--- config.mk ---
export PLATFORM = sky130hd
export DESIGN_NAME = button_event_arbiter
export DESIGN_NICKNAME = d
export VERILOG_FILES = /design/src/rtl/button_event_arbiter.sv
export SDC_FILE = /design/constraint.sdc
export NUM_CORES = 1
export LEC_CHECK = 0
export ABC_AREA = 1
export CAP_MARGIN = 0
export CORE_AREA = 2 2 54 56
export DETAILED_ROUTE_END_ITERATION = 10
export DIE_AREA = 0 0 56 58
export GPL_TIMING_DRIVEN = 0
export PLACE_DENSITY = 0.84
export SLEW_MARGIN = 5
export SYNTH_ARGS = -nofsm -noshare
export SYNTH_HDL_FRONTEND = slang
export SYNTH_SLANG_ARGS = --single-unit
export TNS_END_PERCENT = 100
--- constraint.sdc ---
create_clock -name clk -period 2.62 [get_ports clk]
set_input_delay 0.524 -clock clk [delete_from_list [all_inputs] [get_ports clk]]
set_output_delay 0.524 -clock clk [all_outputs]
set_load 0.02 [all_outputs]
--- src/rtl/button_event_arbiter.sv ---
// button_event_arbiter
//   Merges one-cycle debounced button pulses into an ordered event stream.
//   Each pulse latches a per-button pending bit. A round-robin arbiter moves
//   at most one pending button per cycle into a small FIFO. The consumer
//   drains the FIFO through a valid/ready handshake.
//
// Ports
//   clk        system clock
//   rst        asynchronous active-high reset
//   btn_pulse  [NUM_BTN]  debounced one-cycle pulses, bit i = button i
//   ev_valid   FIFO head holds an event
//   ev_code    [CODE_W]   button index at the FIFO head
//   ev_ready   consumer accepts the head event
//   fifo_full  FIFO holds FIFO_DEPTH entries
//   overflow   sticky flag: a pulse was dropped
//   ovf_clr    synchronous clear of overflow (a same-cycle drop wins)
//
// Optional feature macro: BTN_REPEAT_LOCKOUT_EN
//   When defined, a granted button ignores further pulses for LOCKOUT_CYCLES
//   cycles. Ignored pulses set neither pending nor overflow.
module button_event_arbiter #(
  parameter int NUM_BTN        = 4,
  parameter int CODE_W         = 2,
  parameter int FIFO_DEPTH     = 4,
  parameter int LOCKOUT_CYCLES = 16
) (
  input  logic               clk,
  input  logic               rst,
  input  logic [NUM_BTN-1:0] btn_pulse,
  output logic               ev_valid,
  output logic [CODE_W-1:0]  ev_code,
  input  logic               ev_ready,
  output logic               fifo_full,
  output logic               overflow,
  input  logic               ovf_clr
);
  localparam int AW    = $clog2(FIFO_DEPTH);
  localparam int CNT_W = $clog2(FIFO_DEPTH + 1);
  localparam int LK_W  = $clog2(LOCKOUT_CYCLES + 1);

  if ((2 ** CODE_W) < NUM_BTN) begin : g_bad_code_w
    $error("CODE_W too narrow for NUM_BTN");
  end
  if (LOCKOUT_CYCLES < 1) begin : g_bad_lockout
    $error("LOCKOUT_CYCLES must be at least 1");
  end

  logic [NUM_BTN-1:0] pending_q, pending_d;
  logic [CODE_W-1:0]  rr_ptr_q;
  logic [CODE_W-1:0]  mem_q [FIFO_DEPTH];
  logic [AW-1:0]      wr_ptr_q, rd_ptr_q;
  logic [CNT_W-1:0]   count_q;
  logic               overflow_q;

  logic               found, grant, pop, drop;
  logic [CODE_W-1:0]  gnt_idx;
  logic [NUM_BTN-1:0] locked;

  assign ev_valid  = (count_q != '0);
  assign ev_code   = mem_q[rd_ptr_q];
  assign fifo_full = (count_q == CNT_W'(FIFO_DEPTH));
  assign overflow  = overflow_q;
  assign pop       = ev_valid & ev_ready;

  // Round-robin scan starting at rr_ptr. It uses only registered state, so
  // a pop in this cycle cannot free a slot for a grant in this same cycle.
  always_comb begin
    found   = 1'b0;
    gnt_idx = '0;
    for (int k = 0; k < NUM_BTN; k++) begin
      int idx;
      idx = int'(rr_ptr_q) + k;
      if (idx >= NUM_BTN) idx = idx - NUM_BTN;
      if (!found && pending_q[idx]) begin
        found   = 1'b1;
        gnt_idx = CODE_W'(idx);
      end
    end
    grant = found && !fifo_full;
  end

`ifdef BTN_REPEAT_LOCKOUT_EN
  logic [LK_W-1:0] lock_q [NUM_BTN];

  always_ff @(posedge clk or posedge rst) begin
    if (rst) begin
      for (int i = 0; i < NUM_BTN; i++) lock_q[i] <= '0;
    end else begin
      for (int i = 0; i < NUM_BTN; i++) begin
        if (grant && gnt_idx == CODE_W'(i)) lock_q[i] <= LK_W'(LOCKOUT_CYCLES);
        else if (lock_q[i] != '0)           lock_q[i] <= lock_q[i] - 1'b1;
      end
    end
  end

  always_comb begin
    for (int i = 0; i < NUM_BTN; i++) locked[i] = (lock_q[i] != '0);
  end
`else
  assign locked = '0;
`endif

  // Pending update. Clear the granted bit first, then apply new pulses, so
  // that a pulse on the button being granted re-arms it without a drop.
  always_comb begin
    pending_d = pending_q;
    drop      = 1'b0;
    if (grant) pending_d[gnt_idx] = 1'b0;
    for (int i = 0; i < NUM_BTN; i++) begin
      if (btn_pulse[i] && !locked[i]) begin
        if (pending_q[i] && !(grant && gnt_idx == CODE_W'(i))) drop = 1'b1;
        pending_d[i] = 1'b1;
      end
    end
  end

  always_ff @(posedge clk or posedge rst) begin
    if (rst) begin
      pending_q  <= '0;
      rr_ptr_q   <= '0;
      wr_ptr_q   <= '0;
      rd_ptr_q   <= '0;
      count_q    <= '0;
      overflow_q <= 1'b0;
      for (int j = 0; j < FIFO_DEPTH; j++) mem_q[j] <= '0;
    end else begin
      pending_q <= pending_d;
      if (drop)         overflow_q <= 1'b1;
      else if (ovf_clr) overflow_q <= 1'b0;
      if (grant) begin
        mem_q[wr_ptr_q] <= gnt_idx;
        wr_ptr_q        <= wr_ptr_q + 1'b1;
        rr_ptr_q        <= (int'(gnt_idx) == NUM_BTN - 1) ? '0 : gnt_idx + 1'b1;
      end
      if (pop) rd_ptr_q <= rd_ptr_q + 1'b1;
      case ({grant, pop})
        2'b10:   count_q <= count_q + 1'b1;
        2'b01:   count_q <= count_q - 1'b1;
        default: count_q <= count_q;
      endcase
    end
  end
endmodule

==> qor.csv <==
stage,metric,value,unit
detailed_routing,met3 wire len,64,um
clock_network,H-tree depth,1,
hold_path,Hold WC Path Type,reg2reg,
global_route,total gr overflow,0,
sta,Tcrit/Tclk final,89.53,%
clock_network,Clock Path Buffers,2,
synth,number of flops mapped to enable cells by yosys,0,
critical_path,crit path to,count_q[2],
sta,Worst Tran Pin Value,0.8203,ns
critical_path,Crit Path Class,reg2reg,
detailed_routing,DR iter-0 viols,20,
place,Final HPWL DP,2.003,mm
global_route,initial antenna violation count,0,
detailed_routing,"antenna viol nets, final",0,
sta,Max Clk Rate,426.3,MHz
clock_network,"Hold-fix buffers, CTS",0,
cells_and_area,Area Overhead vs Synth,15.96,%
sta,"Hold Vio Cnt, Final",0,
synth,synthesized cell area,1419,um^2
critical_path,R2R Path End,count_q[2],
floorplanning,effective utilization at floorplan,53.29,%
synth,leading area contributor after synthesis,dfrtp_1,
synth,cell with the most instances after synthesis,nand2_1,
sta,final setup violation count,0,
detailed_routing,vias,1129,
sta,Total Neg Setup Slack,0,ns
sta,Slew HR,45.25,%
synth,Netlist cell types,28,
global_route,All-Layer GR Usage,17.19,%
synth,yosys warns,0,
run_status,status,"finished, final reports clean",
cells_and_area,fin cells,219,
detailed_routing,Remaining DRCs,0,
place,DP Worst Slack,0.2050,ns
clock_network,Num CTS Buffers,3,
floorplanning,die width,56,um
floorplanning,Core Rows,19,
floorplanning,die span in y,58,um
synth,Post-synth top cells,"nand2_1 (45), dfrtp_1 (22), inv_1 (20)",
floorplanning,Ports,13,
cells_and_area,final antenna diode count,0,
clock_network,clock slew at reported path FFs,0.14,ns
place,routability cong.,0.8373,
critical_path,CP Cell Sequence,"buf_6, inv_6, nand2_1, nand3_1, nand2_2, nor2_4, nand3_4, nand2_4, ha_1, inv_1, fa_1, a21oi_1, o21ai_0, xor2_1",
synth,Post-Syn Instances,170,
cells_and_area,nets@finish,207,
critical_path,"Arr. time, crit path",2.57,ns
critical_path,"critical path fanouts, max",8,
flow_run,number of max-cap violations,0,
critical_path,worst path required time,2.84,ns
synth,ys async rst share,100.0,%
clock_network,CTS tree,yes,
place,post-placement cell count,213,
sta,fin. max-slew vios,0,
detailed_routing,final wirelength,2.533,mm
detailed_routing,WL met1,1.153,mm
cells_and_area,share of layout cells above drive strength 1,13.30,%
detailed_routing,WL met2,1.280,mm
critical_path,FF-to-FF Start,rr_ptr_q[0],
global_route,number of global-route vias before repair,1108,
detailed_routing,TritonRoute pass-1 iters,4,
critical_path,R2R setup slack,0.27,ns
place,Port Buffers,12,
detailed_routing,Wirelength per Cell,11.57,um
synth,"Primary FF master, synth",dfrtp_1,
global_route,first-pass GRT wire length,4.526,mm
floorplanning,Die ar.,3248,um^2
synth,Mapped Avg Cell Area,8.346,um^2
synth,Synth area leaders,"dfrtp_1 (39%), nand2_1 (12%), ha_1 (7.9%), inv_1 (5.3%), nand3_1 (4.9%)",
critical_path,Critical path origin,rr_ptr_q[0],
critical_path,Worst path max stage delay,0.39,ns
critical_path,endpoint class of the critical path,flop,
synth,Post-Syn Nets,188,
sta,setup ws final,0.2744,ns
floorplanning,Core Box Area,2663,um^2
sta,Worst Hold Slack,0.4932,ns
critical_path,slowest cell on the critical path,dfrtp_1,
synth,#FFs+latches synth,22,
critical_path,R2R cell count,14,
detailed_routing,uppermost layer routed,met4,
sta,Tmin final,2.346,ns
sta,unrepaired setup endpoints after global routing,no,
detailed_routing,Vias/cell,5.155,
synth,"Seq/Total Area, Yosys",38.80,%
critical_path,element type at the critical path start,flop,
synth,Yosys top cell area share,38.80,%
clock_network,CTS root buffer,clkbuf_4,
clock_network,Clock Latency Late Sink,0.33,ns
clock_network,TritonCTS Sinks,22,
global_route,largest net degree at the start of global routing,23,
sta,Setup Skew,0.01583,ns
[per-stage QoR]
| stage | util [%] | area (um^2) |
|---|---|---|
| final | 61.80 | 1645 |
| after global routing | 61.80 | 1645 |
| after CTS | 61.23 | 1630 |
| after detailed placement | 59.26 | 1578 |
| after global placement | 59.26 | 1578 |
| after floorplan | - | 1419 |
[worst min path at each step]
| stage | cells past startpoint | end | start |
|---|---|---|---|
| final | 2 | mem_q[3] | mem_q[3] |
| after global routing | 2 | mem_q[3] | mem_q[3] |
| after CTS | 2 | mem_q[3] | mem_q[3] |
| after detailed placement | 2 | mem_q[3] | mem_q[3] |
| after global placement | 2 | mem_q[3] | mem_q[3] |
| after floorplan | 2 | mem_q[3] | mem_q[3] |
[repair_timing]
| action | CTS | global route |
|---|---|---|
| resized for setup | 0 | 0 |
| setup buffers | 0 | 2 |
| endpoints found under the hold margin | 0 | 0 |
| setup endpoints to repair | 0 | 1 |
[registers in the layout, summed over array words and instances, names as in the netlist]
signal     count
count_q        3
mem_q          8
overflow       1
pending_q      4
rd_ptr_q       2
rr_ptr_q       2
wr_ptr_q       2
[layout make-up]
| type | count | area [um^2] |
|---|---|---|
| Timing Repair Buffer | 14 | 135.1 |
| Multi-Input combinational cell | 125 | 762.0 |
| Clock buffer | 3 | 22.52 |
| Tap cell | 31 | 38.79 |
| Inverter | 22 | 95.09 |
| Clock inverter | 1 | 30.03 |
| Sequential cell | 22 | 550.5 |
| Buffer | 1 | 11.26 |
| Fill cell | 228 | 1017 |
[per-layer routing]
layer	vias up	track usage (%)
met5	-	0
met2	20	32.10
met4	0	6.463
met1	521	20.75
met3	4	1.339
li1	584	-
[cells in the final DEF, fill, tap and decap left out, types with 2 or more instances in the layout]
cell,Yosys,layout
a21o_1,3,3
buf_4,0,2
clkbuf_4,0,3
clkdlybuf4s50_1,0,12
dfrtp_1,22,22
ha_1,9,9
inv_1,20,20
nand2_1,45,45
nand2_2,7,7
nand2_4,5,5
nand3_1,14,14
nand3b_1,5,5
nand4_1,2,2
nor2_1,6,6
o21ai_0,12,12
o22ai_1,2,2
xor2_1,4,4
[cell families after synthesis]
group | synth area share [%]
AO/OA/AOI/OAI | 8.818
AND/OR/NAND/NOR | 32.45
XOR/XNOR | 3.086
adder cells (fa/ha/maj) | 9.348
buffers and inverters | 7.495
flip-flops | 38.80
[critical path: cells and delay by family, from the launching register on]
family                     cells  cell delay (ns)
and+or+nand+nor                6             0.63
adders and majority gates      2             0.53
DFF                            1             0.39
buffers and inverters          3             0.29
AOI/OAI and AO/OA              2             0.25
xor gates and xnor gates       1             0.15
Power is not shown: default switching activity piles up to over one toggle a cycle in this logic, so the estimate is an artifact.
